===== config.mk =====
export PLATFORM = sky130hd
export DESIGN_NAME = lt100_bus_arb
export DESIGN_NICKNAME = d
export VERILOG_FILES = /design/src/rtl/lt100_bus_pkg.sv /design/src/rtl/lt100_bus_watchdog.sv /design/src/rtl/lt100_bus_arb.sv
export SDC_FILE = /design/constraint.sdc
export NUM_CORES = 1
export LEC_CHECK = 0
export ABC_AREA = 0
export CAP_MARGIN = 20
export CORE_MARGIN = 2
export CORE_UTILIZATION = 44
export DETAILED_ROUTE_END_ITERATION = 10
export PLACE_DENSITY = 0.82
export RECOVER_POWER = 50
export SLEW_MARGIN = 20
export SYNTH_ARGS = -nofsm -noshare
export SYNTH_HDL_FRONTEND = slang
export SYNTH_SLANG_ARGS = --single-unit

===== constraint.sdc =====
create_clock -name clk -period 4.4 [get_ports clk]
set_clock_uncertainty 0.05 [all_clocks]
set_input_delay 1.32 -clock clk [delete_from_list [all_inputs] [get_ports clk]]
set_output_delay 1.32 -clock clk [all_outputs]
set_load 0.1 [all_outputs]

===== src/rtl/lt100_bus_pkg.sv =====
// Shared types and constants for the lt100 two-master bus arbiter.
// Imported by the arbiter top and its watchdog.
package lt100_bus_pkg;

   typedef enum logic [1:0] {
      ST_IDLE = 2'd0,
      ST_WAIT = 2'd1,
      ST_GAP  = 2'd2
   } state_t;

   localparam logic M_CPU = 1'b0;
   localparam logic M_AUX = 1'b1;

   localparam int DEF_TIMEOUT = 256;

endpackage


===== src/rtl/lt100_bus_watchdog.sv =====
// Slave-access watchdog: counts while run=1, clears synchronously otherwise.
// expired is high in the cycle whose count equals limit-1; limit=0 disables it.
module lt100_bus_watchdog
   import lt100_bus_pkg::*;
#(
   parameter int CNT_W = 9
) (
   input  logic             clk,
   input  logic             rst_n,
   input  logic             run,
   input  logic [CNT_W-1:0] limit,
   output logic             expired
);

   logic [CNT_W-1:0] r_cnt;

   always_ff @(posedge clk or negedge rst_n) begin
      if (!rst_n) begin
         r_cnt <= '0;
      end else if (run) begin
         r_cnt <= r_cnt + CNT_W'(1);
      end else begin
         r_cnt <= '0;
      end
   end

   assign expired = run && (limit != '0) &&
                    (r_cnt == limit - CNT_W'(1));

endmodule


===== src/rtl/lt100_bus_arb.sv =====
// Round-robin arbiter between the CPU and an auxiliary master in front of
// the single lt100 bus slave; all outputs are registered.
module lt100_bus_arb
   import lt100_bus_pkg::*;
#(
   parameter int TIMEOUT_CYCLES = DEF_TIMEOUT,
   parameter int CNT_W          = 9
) (
   input  logic        clk,
   input  logic        rst_n,
   input  logic        m0_enable,
   input  logic        m0_wr_en,
   input  logic [31:0] m0_addr,
   input  logic [31:0] m0_i_data,
   input  logic [3:0]  m0_be,
   output logic        m0_ready,
   output logic [31:0] m0_o_data,
   output logic        m0_err,
   input  logic        m1_enable,
   input  logic        m1_wr_en,
   input  logic [31:0] m1_addr,
   input  logic [31:0] m1_i_data,
   input  logic [3:0]  m1_be,
   output logic        m1_ready,
   output logic [31:0] m1_o_data,
   output logic        m1_err,
   output logic        s_enable,
   output logic        s_wr_en,
   output logic [31:0] s_addr,
   output logic [31:0] s_i_data,
   output logic [3:0]  s_be,
   input  logic        s_ready,
   input  logic [31:0] s_o_data,
   input  logic        s_err
);

   localparam logic [CNT_W-1:0] W_LIMIT = CNT_W'(TIMEOUT_CYCLES);

   state_t      r_state;
   state_t      w_next;
   logic        r_last;
   logic        r_gnt;
   logic        w_gnt;
   logic        w_issue;
   logic        w_done;
   logic        w_abort;
   logic        w_expired;
   logic [31:0] w_rdata;
   logic        w_rerr;

   logic        r_s_enable;
   logic        r_s_wr_en;
   logic [31:0] r_s_addr;
   logic [31:0] r_s_i_data;
   logic [3:0]  r_s_be;
   logic        r_m0_ready;
   logic [31:0] r_m0_o_data;
   logic        r_m0_err;
   logic        r_m1_ready;
   logic [31:0] r_m1_o_data;
   logic        r_m1_err;

   lt100_bus_watchdog #(
      .CNT_W (CNT_W)
   ) u_wdog (
      .clk     (clk),
      .rst_n   (rst_n),
      .run     (r_state == ST_WAIT),
      .limit   (W_LIMIT),
      .expired (w_expired)
   );

   // On a tie the master that did not win last time gets the bus.
   always_comb begin
      w_gnt = M_CPU;
      if (m0_enable && m1_enable) begin
         w_gnt = ~r_last;
      end else if (m1_enable) begin
         w_gnt = M_AUX;
      end
   end

   always_ff @(posedge clk or negedge rst_n) begin
      if (!rst_n) begin
         r_state <= ST_IDLE;
      end else begin
         r_state <= w_next;
      end
   end

   always_comb begin
      w_next  = r_state;
      w_issue = 1'b0;
      w_done  = 1'b0;
      w_abort = 1'b0;
      case (r_state)
         ST_IDLE: begin
            if (m0_enable || m1_enable) begin
               w_issue = 1'b1;
               w_next  = ST_WAIT;
            end
         end
         ST_WAIT: begin
            if (s_ready) begin
               w_done = 1'b1;
               w_next = ST_GAP;
            end else if (w_expired) begin
               w_abort = 1'b1;
               w_next  = ST_GAP;
            end
         end
         ST_GAP:  w_next = ST_IDLE;
         default: w_next = ST_IDLE;
      endcase
   end

   assign w_rdata = w_done ? s_o_data : 32'd0;
   assign w_rerr  = w_done ? s_err : 1'b1;

   always_ff @(posedge clk or negedge rst_n) begin
      if (!rst_n) begin
         r_last      <= M_AUX;
         r_gnt       <= M_CPU;
         r_s_enable  <= 1'b0;
         r_s_wr_en   <= 1'b0;
         r_s_addr    <= '0;
         r_s_i_data  <= '0;
         r_s_be      <= '0;
         r_m0_ready  <= 1'b0;
         r_m0_o_data <= '0;
         r_m0_err    <= 1'b0;
         r_m1_ready  <= 1'b0;
         r_m1_o_data <= '0;
         r_m1_err    <= 1'b0;
      end else begin
         r_m0_ready <= 1'b0;
         r_m1_ready <= 1'b0;
         if (w_issue) begin
            r_gnt      <= w_gnt;
            r_s_enable <= 1'b1;
            r_s_wr_en  <= w_gnt ? m1_wr_en  : m0_wr_en;
            r_s_addr   <= w_gnt ? m1_addr   : m0_addr;
            r_s_i_data <= w_gnt ? m1_i_data : m0_i_data;
            r_s_be     <= w_gnt ? m1_be     : m0_be;
         end
         if (w_done || w_abort) begin
            r_s_enable <= 1'b0;
            if (r_gnt == M_AUX) begin
               r_m1_ready  <= 1'b1;
               r_m1_o_data <= w_rdata;
               r_m1_err    <= w_rerr;
            end else begin
               r_m0_ready  <= 1'b1;
               r_m0_o_data <= w_rdata;
               r_m0_err    <= w_rerr;
            end
         end
         if (w_done) begin
            r_last <= r_gnt;
         end
      end
   end

   assign s_enable  = r_s_enable;
   assign s_wr_en   = r_s_wr_en;
   assign s_addr    = r_s_addr;
   assign s_i_data  = r_s_i_data;
   assign s_be      = r_s_be;
   assign m0_ready  = r_m0_ready;
   assign m0_o_data = r_m0_o_data;
   assign m0_err    = r_m0_err;
   assign m1_ready  = r_m1_ready;
   assign m1_o_data = r_m1_o_data;
   assign m1_err    = r_m1_err;

endmodule


# Yosys cells after proc, flatten, opt, wreduce, memory -nomap -nowiden
# Index checks and enable logic that the tools add are counted.
op_classes:
  n_addsub: 1
  n_mul: 0
  div_mod_pow: 0
  n_lt_le_gt_ge: 0
  eq_ne: 4
  shift: 0
  muxes: 26
  bitwise: 2
  reduce_logical: 9
ops:
  columns: ["operator", "count"]
  rows:
  - ["two-way mux 32 bit", 3]
  - ["two-way mux 1 bit", 17]
  - ["adder 9 x 1 -> 9 bit, second input constant", 1]
  - ["== test 9 x 8 -> 1 bit, second input constant", 1]
  - ["two-way mux 9 bit", 1]
  - ["two-way mux 2 bit", 3]
  - ["AND reduction 2 bit", 3]
  - ["two-way mux 4 bit", 1]
  - ["case mux 2 bit (2 select lines)", 1]
  - ["inequality test 3 bit, second input constant", 1]
  - ["== test 2 x 1 -> 1 bit, second input constant", 1]
  - ["logical AND 1 bit", 2]
  - ["logical NOT 2 bit", 1]
  - ["logical OR 1 bit", 2]
  - ["inequality test 2 bit, second input constant", 1]
  - ["inverter 1 bit", 2]
  - ["nonzero test 2 bit", 1]
word_totals:
  regBits: 151
  latch_bits: 0
  ramBits: 0
  rom_bits: 0
  input_bits: 176
  wordCells: 57
  n_memories: 0

# Logic depth before layout (Yosys ltp)
depth:
  word_depth: 7
  ltp_mapped: 9

# By module
# A second synthesis with hierarchy kept.
unflattened:
  hier_cells: 495
  hier_area_um2: 7337.0
by_module_without_submodules:
  columns: ["module", "n_inst", "cells_each", "area_each_um2", "seq_area_each_um2"]
  rows:
  - ["lt100_bus_arb", 1, 421, 6661.4, 3554.7]
  - ["lt100_bus_watchdog", 1, 74, 675.6, 225.2]

# Worst setup path after synthesis
# OpenSTA, ideal clock, no wires.
synth_path:
  path_type: "in2reg"
  start: "input m1_enable"
  end: "register r_s_addr[10] (netlist: s_addr[10])"
  setup_time_ps: 125
  arrival_time_ps: 2322
  t_required_ps: 4225
  setup_slack_ps: 1902
  cell_stages: 5
  path_cell_list: "a21bo_1 > buf_6 > buf_6 > mux2_2 > mux2_2"
synth_between:
  elab_chain_len: 3
  word_cells_on_any_way: 7
synth_rtl:
  columns: ["element", "line_no", "source"]
  rows:
  - ["from (decl)", "lt100_bus_arb.sv:19", "input logic m1_enable,"]
  - ["two-way mux 1 bit (tied with other cells)", "lt100_bus_arb.sv:78", "end else if (m1_enable) begin"]
  - ["two-way mux 1 bit, on equally long branches", "lt100_bus_arb.sv:76, lt100_bus_arb.sv:98", null]
  - ["two-way mux 32 bit or two-way mux 1 bit (tied branches)", "lt100_bus_arb.sv:142, lt100_bus_arb.sv:96", null]
  - ["to (signal assigned)", "lt100_bus_arb.sv:142", "r_s_addr <= w_gnt ? m1_addr : m0_addr;"]
  - ["to (decl)", "lt100_bus_arb.sv:53", "logic [31:0] r_s_addr;"]
# Parallel ways exist; a longest one is shown, timed or not.
# A chain may end at the register's enable or synchronous reset.

# Worst setup path in the final report
layout_path:
  start: "input s_ready"
  end: "register r_m0_err (netlist: m0_err)"
layout_between:
  elab_chain_len: 4
  word_cells_on_any_way: 7
layout_rtl:
  columns: ["element", "line_no", "source"]
  rows:
  - ["from (decl)", "lt100_bus_arb.sv:32", "input logic s_ready,"]
  - ["two-way mux 1 bit", "lt100_bus_arb.sv:104", "if (s_ready) begin"]
  - ["two-way mux 1 bit", "lt100_bus_arb.sv:96", "case (r_state)"]
  - ["logical OR 1 bit", "lt100_bus_arb.sv:146", "if (w_done || w_abort) begin"]
  - ["AND reduction 2 bit (no line)", null, null]
  - ["to (signal assigned)", "lt100_bus_arb.sv:155", "r_m0_err <= w_rerr;"]
  - ["to (decl)", "lt100_bus_arb.sv:58", "logic r_m0_err;"]
# Parallel ways exist; a longest one is shown, timed or not.

==> metrics.txt <==
run status=finished, violations left; failing checks=capacitance limit, slew limit; post-detailed-placement half-perimeter wirelength=13.3 mm; beginning of the worst register-to-register path=u_wdog.r_cnt[0]; Post-Syn Area per Cell=14.8 sq um; GRT Total Usage=23.7%; most common library cell in the layout ignoring fill and taps=sky130_fd_sc_hd__clkdlybuf4s50_1; Vias per Instance=5.16; clock root buffer=sky130_fd_sc_hd__clkbuf_16; share of synthesized flip-flops with an asynchronous set or reset=between 90% and 100%; startpoint-to-endpoint class of the critical path=primary input to flip-flop; final number of setup-violating endpoints=0; share of the clock period used by the worst path=83.1%; launch point of the worst path=s_ready; share of the synthesized area in the top cell type=58.3%; hold wc startpoint=m0_o_data[31]; worst relative slew slack=-9.05%; total grt overflow=0; CTS tree=yes; Placement Rows=44; Post-Synthesis Cells=about 430; number of cells traversed by the worst hold path=1; count of flip-flops with a built-in enable after synthesis=0; Yosys warning total=0; synthesized flop and latch total=151; Period minus WS final=3.65 ns; multi-input gate area in the final layout=2410 sq um; endpoint of the most critical register-to-register path=m0_err; reg2reg path depth=9; clock buffer count from CTS=17; CTS hold repair buffers=0; CP Data Arrival Time=between 3 and 4 ns; Ports=314; RSZ-0062 raised after global routing=no; largest fanout of any net on the critical path=33; starting utilization of the core area=44.6%; required arrival time at the worst endpoint=4.64 ns; count of antenna diodes in the layout=0; detailed-route wire length per cell=19.5 microns; routed wire length=18.2 mm; largest area contributor in the synthesized netlist=sky130_fd_sc_hd__dfrtp_1; count of TritonRoute iterations in the first routing pass=4; register-to-register setup slack=approximately 1.2 ns; max_cap viols=2; # Post-CTS Setup Buffers=0; post-synthesis instance area=~6400 sq um; pin count of the biggest net entering global routing=84; final routed DRC violation total=0; placeable core area=14,400 sq um; kind of end point of the critical path=flip-flop; count of distinct cell types in the synthesized netlist=31; fraction of the yosys area taken by sequential cells=58.7%; transition time at the pin with the least slew margin=1.64 ns; # H-tree levels=4; filler cell count in the final layout=996; via count of the first global-routing pass=5,290; total of buffers placed on input and output ports=313; synthesized netlist net count=between 600 and 700; initial antenna violation count=0; clock transition time at the flip-flop clock pins of the worst setup and hold paths=approximately 0.060 ns; type of the tightest min-delay check=flip-flop to flip-flop; leading register cell type out of synthesis=sky130_fd_sc_hd__dfrtp_1; First DRT Iteration DRCs=211; die width=125 microns; hold-critical path endpoint=m0_o_data[31]; top area cells in the synthesized netlist=sky130_fd_sc_hd__dfrtp_1, sky130_fd_sc_hd__mux2_2, sky130_fd_sc_hd__a22o_1, sky130_fd_sc_hd__buf_6, sky130_fd_sc_hd__buf_2; Setup Total Neg Slack=0 ns; fin. max-slew vios=104; final hold viol count=0; launching element type of the critical path=primary input; wire length of the first global-routing pass=29.1 mm; die area=15,600 sq um; CTS Buffer Depth=2; number of resized instances in the post-cts repair step=0; height of the die=125 microns; synthesis-to-layout area growth=58.1%; Vias=4,829; number of nets in the final layout=921; later-pin clock latency in the skew report=0.41 ns; residual antenna-violating net count after detailed routing=0; placer congestion estimate=0.831; Register Area=3780 sq um; f_max=0.274 GHz; highest-count cells in the layout ignoring fill and taps=sky130_fd_sc_hd__clkdlybuf4s50_1, sky130_fd_sc_hd__dfrtp_1, sky130_fd_sc_hd__mux2_2; layout cell share with drive strength beyond 1=22.6%; number of clock sinks seen by CTS=151
## through the flow
stage               worst slack [ns]  hold slack, ns  cells  area (sq um)  util, %
floorplan                       1.90           0.405    434          6430        -
global placement                1.11           0.419    908          9670     67.0
detailed placement              1.06           0.428    908          9670     67.0
CTS                             1.02           0.449    936         10200     70.7
global route                   0.515           0.461    936         10200     70.5
finish                         0.745           0.444    936         10200     70.5
## routing by layer
| layer | GRT usage (%) | wire [microns] |
|---|---|---|
| met2 | 42.3 | 9340 |
| met5 | 0 | 0 |
| met3 | 6.55 | 1230 |
| met4 | 9.74 | 646 |
| met1 | 27.0 | 7000 |
## logic make-up (layout without fill, tap and decap cells)
group,after synthesis,count (layout),synth area share (%)
fa+ha+maj,2,2,0.389
mux,139,139,24.3
xor+xnor,3,3,0.408
flops,151,151,58.7
compound gates,76,76,10.0
simple gates,27,27,2.18
buf+inv,36,354,3.97
## worst max-delay path by stage
stage	to	slack, ns	cells after the start
global placement	s_be[2]	1.11	5
finish	m0_err	0.75	6
detailed placement	s_i_data[2]	1.06	5
global route	s_i_data[6]	0.51	2
floorplan	s_addr[10]	1.90	5
CTS	s_i_data[13]	1.02	1
## state kept, by name (all words and copies together) (netlist names), 2 cells and up
| register | cells |
|---|---|
| u_wdog.r_cnt | 9 |
| s_addr | 32 |
| s_i_data | 32 |
| m1_o_data | 32 |
| r_state | 2 |
| s_be | 4 |
| m0_o_data | 32 |
## final cells by class
type,count,area share (%)
clock buffers,23,4.70
multi-input cells,247,23.7
repair buffers,320,31.5
clock inverters,5,0.492
inverters,6,0.221
flip-flops and latches,151,37.2
well taps,184,2.26
## cells in the mapped netlist, types with 2 or more instances
cell type	instances
sky130_fd_sc_hd__a21oi_1	3
sky130_fd_sc_hd__a21o_1	2
sky130_fd_sc_hd__clkbuf_1	4
sky130_fd_sc_hd__dfrtp_1	150
sky130_fd_sc_hd__inv_1	6
sky130_fd_sc_hd__mux2_1	4
sky130_fd_sc_hd__nor2_1	10
sky130_fd_sc_hd__o2bb2ai_1	2
sky130_fd_sc_hd__xnor2_1	2
sky130_fd_sc_hd__mux2_2	134
sky130_fd_sc_hd__or3_1	5
sky130_fd_sc_hd__ha_1	2
sky130_fd_sc_hd__buf_6	14
sky130_fd_sc_hd__o21ai_0	3
sky130_fd_sc_hd__nand3_1	4
sky130_fd_sc_hd__a22o_1	62
sky130_fd_sc_hd__o32a_1	2
sky130_fd_sc_hd__buf_2	12
## critical path: stages
cell and delay [ns]:
sky130_fd_sc_hd__dlygate4sd3_1 0.59, sky130_fd_sc_hd__nor2_1 0.28, sky130_fd_sc_hd__or3_1 0.16, sky130_fd_sc_hd__clkbuf_1 1.14, sky130_fd_sc_hd__inv_1 0.16, sky130_fd_sc_hd__o32a_1 0.24
Power is not shown: default switching activity piles up to over one toggle a cycle in this logic, so the estimate is an artifact.
